==> config.mk <==
export PLATFORM = sky130hd
export DESIGN_NAME = screen_plotter_flat
export DESIGN_NICKNAME = d
export VERILOG_FILES = /design/src/rtl/screen_plotter_if.sv /design/src/rtl/screen_plotter.sv /design/src/flat_wrapper.sv
export SDC_FILE = /design/constraint.sdc
export NUM_CORES = 1
export LEC_CHECK = 0
export BUFFER_PORTS_ARGS = -buffer_cell sky130_fd_sc_hd__buf_2
export CAP_MARGIN = 40
export CORE_ASPECT_RATIO = 0.8
export CORE_MARGIN = 2
export CORE_UTILIZATION = 50
export CTS_BUF_LIST = sky130_fd_sc_hd__clkbuf_8
export DETAILED_ROUTE_END_ITERATION = 8
export PLACE_DENSITY = 0.75
export SYNTH_ARGS = -nofsm -noshare
export SYNTH_HDL_FRONTEND = slang
export SYNTH_SLANG_ARGS = --single-unit
export TNS_END_PERCENT = 20
==> constraint.sdc <==
create_clock -name clk -period 1.9 [get_ports clk]
set_input_delay 0.285 -clock clk [delete_from_list [all_inputs] [get_ports clk]]
set_output_delay 0.285 -clock clk [all_outputs]
set_load 0.05 [all_outputs]
==> src/rtl/screen_plotter_if.sv <==
// Pixel-write / ROM-fetch bundle between game control, screen ROM mux,
// VGA adapter and the screen plotter.
interface screen_plotter_if #(
  parameter int X_W      = 8,
  parameter int Y_W      = 7,
  parameter int COLOUR_W = 3,
  parameter int ADDR_W   = 15
);
  logic                start;
  logic [1:0]          screen_sel;
  logic [1:0]          rom_sel;
  logic [ADDR_W-1:0]   rom_addr;
  logic [COLOUR_W-1:0] rom_data;
  logic [X_W-1:0]      x;
  logic [Y_W-1:0]      y;
  logic [COLOUR_W-1:0] colour;
  logic                plot;
  logic                busy;
  logic                plot_done;

  // Control / ROM / VGA side
  modport master (
    output start, screen_sel, rom_data,
    input  rom_sel, rom_addr, x, y, colour, plot, busy, plot_done
  );

  // Plotter side
  modport slave (
    input  start, screen_sel, rom_data,
    output rom_sel, rom_addr, x, y, colour, plot, busy, plot_done
  );
endinterface

==> src/rtl/screen_plotter.sv <==
// Full-frame drawing engine: sweeps every pixel in raster order, fetches
// its colour from the selected screen ROM (1-cycle read latency) and
// drives the VGA pixel-write port, then pulses plot_done to control.
module screen_plotter #(
  parameter int WIDTH    = 160,
  parameter int HEIGHT   = 120,
  parameter int X_W      = 8,
  parameter int Y_W      = 7,
  parameter int COLOUR_W = 3,
  parameter int ADDR_W   = 15
) (
  input logic            clk,
  input logic            reset,   // asynchronous, active-low
  screen_plotter_if.slave bus
);

  localparam logic [1:0] S_IDLE  = 2'd0;
  localparam logic [1:0] S_SWEEP = 2'd1;
  localparam logic [1:0] S_FLUSH = 2'd2;
  localparam logic [1:0] S_DONE  = 2'd3;

  localparam logic [X_W-1:0] X_LAST = X_W'(WIDTH - 1);
  localparam logic [Y_W-1:0] Y_LAST = Y_W'(HEIGHT - 1);

  logic [1:0]          state_q, state_d;
  logic [X_W-1:0]      cx_q, cx_d;
  logic [Y_W-1:0]      cy_q, cy_d;
  logic [ADDR_W-1:0]   addr_q, addr_d;
  logic [1:0]          sel_q, sel_d;
  logic                busy_q, busy_d;
  logic                done_q, done_d;

  // First pipeline stage: coordinates of the pixel whose ROM read is in flight
  logic [X_W-1:0]      px_q;
  logic [Y_W-1:0]      py_q;
  logic                pv_q;

  // Second stage: registered VGA outputs, aligned with the ROM data
  logic [X_W-1:0]      x_q;
  logic [Y_W-1:0]      y_q;
  logic                plot_q;
  logic [COLOUR_W-1:0] colour_q;

  // Next-state, sweep counter and screen-select latch logic
  always_comb begin
    state_d = state_q;
    cx_d    = cx_q;
    cy_d    = cy_q;
    addr_d  = addr_q;
    sel_d   = sel_q;
    case (state_q)
      S_IDLE: begin
        // A start coinciding with the plot_done cycle is dropped.
        if (bus.start && !done_q) begin
          sel_d   = bus.screen_sel;
          cx_d    = '0;
          cy_d    = '0;
          addr_d  = '0;
          state_d = S_SWEEP;
        end else begin
          state_d = S_IDLE;
        end
      end
      S_SWEEP: begin
        if (cx_q == X_LAST) begin
          if (cy_q == Y_LAST) begin
            // Hold on the last address so rom_addr never passes the frame end.
            state_d = S_FLUSH;
          end else begin
            cx_d   = '0;
            cy_d   = cy_q + Y_W'(1);
            addr_d = addr_q + ADDR_W'(1);
          end
        end else begin
          cx_d   = cx_q + X_W'(1);
          addr_d = addr_q + ADDR_W'(1);
        end
      end
      S_FLUSH: state_d = S_DONE;
      S_DONE:  state_d = S_IDLE;
      default: state_d = S_IDLE;
    endcase
    // plot_done trails S_DONE by one register so it follows the last plot.
    done_d = (state_q == S_DONE);
    busy_d = (state_d != S_IDLE) || done_d;
  end

  // Control state, counters and status flags
  always_ff @(posedge clk or negedge reset) begin
    if (!reset) begin
      state_q <= S_IDLE;
      cx_q    <= '0;
      cy_q    <= '0;
      addr_q  <= '0;
      sel_q   <= 2'd0;
      busy_q  <= 1'b0;
      done_q  <= 1'b0;
    end else begin
      state_q <= state_d;
      cx_q    <= cx_d;
      cy_q    <= cy_d;
      addr_q  <= addr_d;
      sel_q   <= sel_d;
      busy_q  <= busy_d;
      done_q  <= done_d;
    end
  end

  // Two-stage coordinate pipeline matching the ROM latency plus colour register
  always_ff @(posedge clk or negedge reset) begin
    if (!reset) begin
      px_q     <= '0;
      py_q     <= '0;
      pv_q     <= 1'b0;
      x_q      <= '0;
      y_q      <= '0;
      plot_q   <= 1'b0;
      colour_q <= '0;
    end else begin
      px_q     <= cx_q;
      py_q     <= cy_q;
      pv_q     <= (state_q == S_SWEEP);
      x_q      <= px_q;
      y_q      <= py_q;
      plot_q   <= pv_q;
      colour_q <= bus.rom_data;
    end
  end

  assign bus.rom_sel   = sel_q;
  assign bus.rom_addr  = addr_q;
  assign bus.x         = x_q;
  assign bus.y         = y_q;
  assign bus.colour    = colour_q;
  assign bus.plot      = plot_q;
  assign bus.busy      = busy_q;
  assign bus.plot_done = done_q;

endmodule

==> src/flat_wrapper.sv <==
// flat-port wrapper written by rule: the top's interface ports become plain ports
module screen_plotter_flat 
#(
  parameter int WIDTH    = 160,
  parameter int HEIGHT   = 120,
  parameter int X_W      = 8,
  parameter int Y_W      = 7,
  parameter int COLOUR_W = 3,
  parameter int ADDR_W   = 15
)
  (clk, reset, bus_start, bus_screen_sel, bus_rom_data, bus_rom_sel, bus_rom_addr, bus_x, bus_y, bus_colour, bus_plot, bus_busy, bus_plot_done);
  screen_plotter_if #(.X_W(X_W), .Y_W(Y_W), .COLOUR_W(COLOUR_W), .ADDR_W(ADDR_W)) bus_i ();
  input logic clk;
  input logic reset;
  input wire logic [$bits(bus_i.start)-1:0] bus_start;
  input wire logic [$bits(bus_i.screen_sel)-1:0] bus_screen_sel;
  input wire logic [$bits(bus_i.rom_data)-1:0] bus_rom_data;
  output wire logic [$bits(bus_i.rom_sel)-1:0] bus_rom_sel;
  output wire logic [$bits(bus_i.rom_addr)-1:0] bus_rom_addr;
  output wire logic [$bits(bus_i.x)-1:0] bus_x;
  output wire logic [$bits(bus_i.y)-1:0] bus_y;
  output wire logic [$bits(bus_i.colour)-1:0] bus_colour;
  output wire logic [$bits(bus_i.plot)-1:0] bus_plot;
  output wire logic [$bits(bus_i.busy)-1:0] bus_busy;
  output wire logic [$bits(bus_i.plot_done)-1:0] bus_plot_done;
  assign bus_i.start = bus_start;
  assign bus_i.screen_sel = bus_screen_sel;
  assign bus_i.rom_data = bus_rom_data;
  assign bus_rom_sel = bus_i.rom_sel;
  assign bus_rom_addr = bus_i.rom_addr;
  assign bus_x = bus_i.x;
  assign bus_y = bus_i.y;
  assign bus_colour = bus_i.colour;
  assign bus_plot = bus_i.plot;
  assign bus_busy = bus_i.busy;
  assign bus_plot_done = bus_i.plot_done;
  screen_plotter #(.WIDTH(WIDTH), .HEIGHT(HEIGHT), .X_W(X_W), .Y_W(Y_W), .COLOUR_W(COLOUR_W), .ADDR_W(ADDR_W)) u_core (.clk(clk), .reset(reset), .bus(bus_i));
endmodule
* Yosys cells after proc, flatten, opt, wreduce, memory -nomap -nowiden
Cells that the tools add are included.
Cells by class: add/sub/neg operators 3, multiplexer cells 16, reduce and logical (&&, ||, !) cells 9, equal/unequal tests 9
Operators by type and width (number):
- $mux 15 | 3
- $pmux 15 s2 | 1
- $mux 8 | 3
- $mux 7 | 3
- $pmux 8 s2 | 1
- $add 15x1->15 const B | 1
- $pmux 7 s2 | 1
- $add 8x1->8 const B | 1
- $eq 8x8->1 const B | 1
- $pmux 2 s4 | 1
- $add 7x1->7 const B | 1
- $eq 7x7->1 const B | 1
- $eq 2x2->1 const B | 2
- $mux 2 | 2
- $ne 2x1->1 const B | 2
- $reduce_and 4->1 | 1
- $reduce_bool 2->1 | 2
- $ne 3x3->1 const B | 1
- $reduce_and 3->1 | 1
- $eq 2x1->1 const B | 1
- $logic_not 2->1 | 1
- $ne 2x2->1 const B | 1
- $reduce_and 2->1 | 1
- $logic_and 1x1->1 | 1
- 3 further kinds | 3
Word-level totals: word-level logic and storage cells 51, flip-flop bits (word level) 71, input bits 8, output and inout port bits 38

* Logic depth before layout (Yosys ltp)
word-level depth 6, mapped depth 7, depth with buffers taken out 5

* Least setup slack after synthesis
Ideal clock, no wire load.
kind register to register, from register u_core.addr_q[1], in the netlist u_core.bus.rom_addr[1], to register u_core.addr_q[10], in the netlist u_core.bus.rom_addr[10], buffers on the path 0, data required time 1.822 ns, setup time 0.078 ns, cell stages (with the launch flop) 6, period minus slack after synthesis 1.932 ns, slack -0.032 ns, data arrival time 1.854 ns, path through dfrtp_1 ha_1 and4_1 o211ai_1 or4_1 a21oi_1
Between the ends: word-level cells in the longest chain between the ends 4
Ends and longest elaborated chain:
- start: declaration | line screen_plotter.sv:28 | logic [ADDR_W-1:0] addr_q, addr_d;
- start signal: assignment | line screen_plotter.sv:102 | addr_q <= addr_d;
- $add 15x1->15 * | line screen_plotter.sv:72, screen_plotter.sv:76
- $mux 15 | line screen_plotter.sv:66 | if (cy_q == Y_LAST) begin
- $mux 15 * | line screen_plotter.sv:65 | if (cx_q == X_LAST) begin
- $pmux 15 s2 * | line screen_plotter.sv:51 | case (state_q)
Mark *: on every way between the ends. The rest lies on a longest branch, timed or not. The select of a mux whose other input is x is not followed. A chain may end at the register's enable or synchronous reset.

* Final worst setup path
from register u_core.cy_q[1], to register u_core.cy_q[1]
Between the ends: word-level cells in the longest chain between the ends 4, elaborated cells on any way between the ends 7, classes of those cells add/sub (1); eq/ne (2); mux (3); reduce/logical (1)
Ends and longest elaborated chain:
- start: declaration | line screen_plotter.sv:27 | logic [Y_W-1:0] cy_q, cy_d;
- start signal: assignment | line screen_plotter.sv:101 | cy_q <= cy_d;
- $add 7x1->7 | line screen_plotter.sv:71 | cy_d = cy_q + Y_W'(1);
- $mux 7 | line screen_plotter.sv:66
- $mux 7 | line screen_plotter.sv:65
- $pmux 7 s2 | line screen_plotter.sv:51
Parallel ways exist; a longest one is shown, timed or not. The select of a mux whose other input is x is not followed.

==> results.txt <==
Outcome = finished clean
# DRC = 0
Vias in the first global route = 2116
FMAX = 0.540 GHz
Path category of the worst min-delay check = input pin to flop
Worst-path clk slew = 80 ps
Placed cells = 364
Maximum VDD drop = 0.648 mV
Critical Path Sink Type = flop
Crit path max fanout = 4
DIE AREA = 6230 sq um
Final Max Tran Viols = 0
Tmin final = 1850 ps
Syn avg cell area = 12.2 sq um
PortBufs = 45
Post-DRT Antenna Nets = 0
#FFs+latches synth = 71
Row count = 24
Share of layout cells above drive strength 1 = 30.7%
Io pins = 46
Critical path type = flop to flop
Worst Tran Pin Value = 587 ps
Cell Area, Synth = 2800 sq um
Final Instance Area = 3490 sq um
Final #Nets = 309
Placed inst area = 3250 sq um
Antenna Cells = 0
WL final = 5670 um
CP required = 2150 ps
Number of max-cap violations = 0
Synth Flop Type = dfrtp_1
Final number of hold-violating endpoints = 0
Via count = 2113
Most frequent cells in the layout = 68 x dfrtp_1, 45 x buf_2, 21 x a21oi_1, 17 x nand2_1
Slew margin rel. = 60.7%
Non-filler instance count after layout = 381
Die span in y = 71.0 um
Synth Warn # = 0
Critical path's slowest cell = or3b_2
CTS tree = yes
First-pass GRT wire length = 9940 um
Design Power = 0.00479 W
Root buf cell = clkbuf_8
Initial antenna violation count = 0
Pwr/cell area = 1370 nW/um^2
Sink Count = 71
Clk Latency, worst-skew pair = 350 ps
Area delta synth->final = 24.6%
RSZ-0062 raised after global routing = yes
Post-synth EDFFs = 0
Async set-reset flop share out of synthesis = 100%
Crit path DAT = 2100 ps
Cts bufs inserted = 9
Synthesized Nets = 240
First drt pass iteration count = 4
Seq. cell area = 1780 sq um
Crit path largest cell delay = 560 ps
Clock buffer depth = 2
Cell Chain, Critical Path = ha_1, nand4_1, or3b_2, and3_1, a31o_2
1st-iter DRT viols = 130
Area occupied by multi-input gates = 988 sq um
Drt wl/cell = 14.9 um
Average vias per placed instance = 5.55
Post-Synthesis Cells = 229
H-tree levels = 3
Starting Density = 51.6%
Critical Path Start Type = flop
Die outline width = 87.7 um
Tcrit/Tclk final = 97.5%
Final Util = 64.3%
Overflow after GRT = 0
Pin count of the biggest net entering global routing = 72
Core Region = 5440 sq um
DP HPWL = 3880 um
Final Setup Violations = 0
GP Congestion = 0.816
Total track usage = 21.2%
Fill cell count = 445
Seq/Total Area, Yosys = 63.4%
Most common cell after layout, fill and taps aside = dfrtp_1
Post-CTS setup buffer count = 0
Setup Skew = 10.1 ps
Distinct cells, synth = 47
Lkg Pwr = 1.59 nW
[area by class of cell]
type,count,share of cell area (%)
Sequential cell,71,50.9
Inverter,5,0.537
Multi-Input combinational cell,147,28.3
Tap cell,78,2.79
Clock inverter,7,2.58
Clock buffer,9,3.54
Timing Repair Buffer,64,11.3
[critical path: cells and delay by family, from the launching register on]
| family | cells | cell delay (ps) |
|---|---|---|
| adder cells (fa/ha/maj) | 1 | 210 |
| AO/OA/AOI/OAI | 1 | 200 |
| flip-flops | 1 | 410 |
| AND/OR/NAND/NOR | 3 | 930 |
[logic make-up (layout without fill, tap and decap cells)]
kind of cell,count (synthesis),after routing,share of synthesized area [%]
xor+xnor,3,3,0.937
flops,71,71,63.4
fa+ha+maj,3,3,1.34
mux,4,4,1.47
buf+inv,11,85,2.05
compound gates,56,56,13.0
simple gates,81,81,17.8
[power breakdown]
group	switching [W]	internal, W	leakage [nW]
sequential	0.000278	0.00188	0.874
clock	0.000552	0.000728	0.104
combinational	0.000954	0.000406	0.608
total	0.00178	0.00301	1.59
[synthesized netlist by cell type (2+ instances only)]
| cell | count | area (sq um) |
|---|---|---|
| nor2_1 | 7 | 26.3 |
| mux2i_1 | 3 | 30.0 |
| o21ai_0 | 4 | 20.0 |
| xnor2_1 | 2 | 17.5 |
| and2_1 | 3 | 18.8 |
| nand2b_1 | 3 | 18.8 |
| o2111ai_1 | 3 | 26.3 |
| nand2_1 | 17 | 63.8 |
| nor3b_1 | 2 | 15.0 |
| and3_1 | 2 | 12.5 |
| a31oi_1 | 2 | 12.5 |
| and4_1 | 4 | 35.0 |
| nand3_1 | 11 | 55.1 |
| buf_6 | 2 | 22.5 |
| o31ai_1 | 15 | 113 |
| clkbuf_1 | 2 | 7.51 |
| dfrtp_1 | 71 | 1780 |
| a21oi_1 | 21 | 105 |
| nor4_1 | 2 | 12.5 |
| inv_1 | 4 | 15.0 |
| a22o_1 | 3 | 26.3 |
| ha_1 | 3 | 37.5 |
| nand4_1 | 3 | 18.8 |
| o211ai_1 | 2 | 15.0 |
| or4_1 | 16 | 120 |
[stage by stage]
stage	hold WS [ps]	TNS (ps)	worst slack, ps
after floorplan	-10.6	0	54.0
after global placement	331	0	89.6
after detailed placement	336	0	57.5
after CTS	22.2	0	5.47
after global routing	18.8	-224	-62.6
final	40.6	0	47.5
[per-layer routing]
layer  wire length, um  global-route usage (%)
met1              2450                    26.6
met3               392                    9.22
met2              2730                    32.5
met5                 0                       0
met4                97                    8.38
[worst paths after layout]
check                                start  cells after the start  slack, ps                      to
setup / recovery            u_core.cy_q[1]                      5         50          u_core.cy_q[1]
hold / removal             bus_rom_data[1]                      1         40    u_core.bus.colour[1]
setup reg to reg            u_core.cy_q[1]                      5         50          u_core.cy_q[1]
hold reg to reg             u_core.py_q[2]                      0        350         u_core.bus.y[2]
max in group asynchronous            reset                      3       1110  u_core.bus.rom_addr[0]
min in group asynchronous            reset                      3        490    u_core.bus.colour[1]
[registers in the layout, summed over array words and instances (netlist names)]
signal and count:
u_core.bus.rom_addr 15, u_core.bus.x 8, u_core.cx_q 8, u_core.px_q 8
u_core.bus.y 7, u_core.cy_q 7, u_core.py_q 7, u_core.bus.colour 3
u_core.bus.rom_sel 2, u_core.state_q 2, u_core.bus.busy 1, u_core.bus.plot 1
u_core.bus.plot_done 1, u_core.pv_q 1
[what timing repair did]
item	in CTS	in global routing
hold endpoints to repair	71	0
setup endpoints to repair	0	20
hold buffers	1	0
gates resized for setup	0	5
No activity file was read; power rests on OpenSTA's default activity.
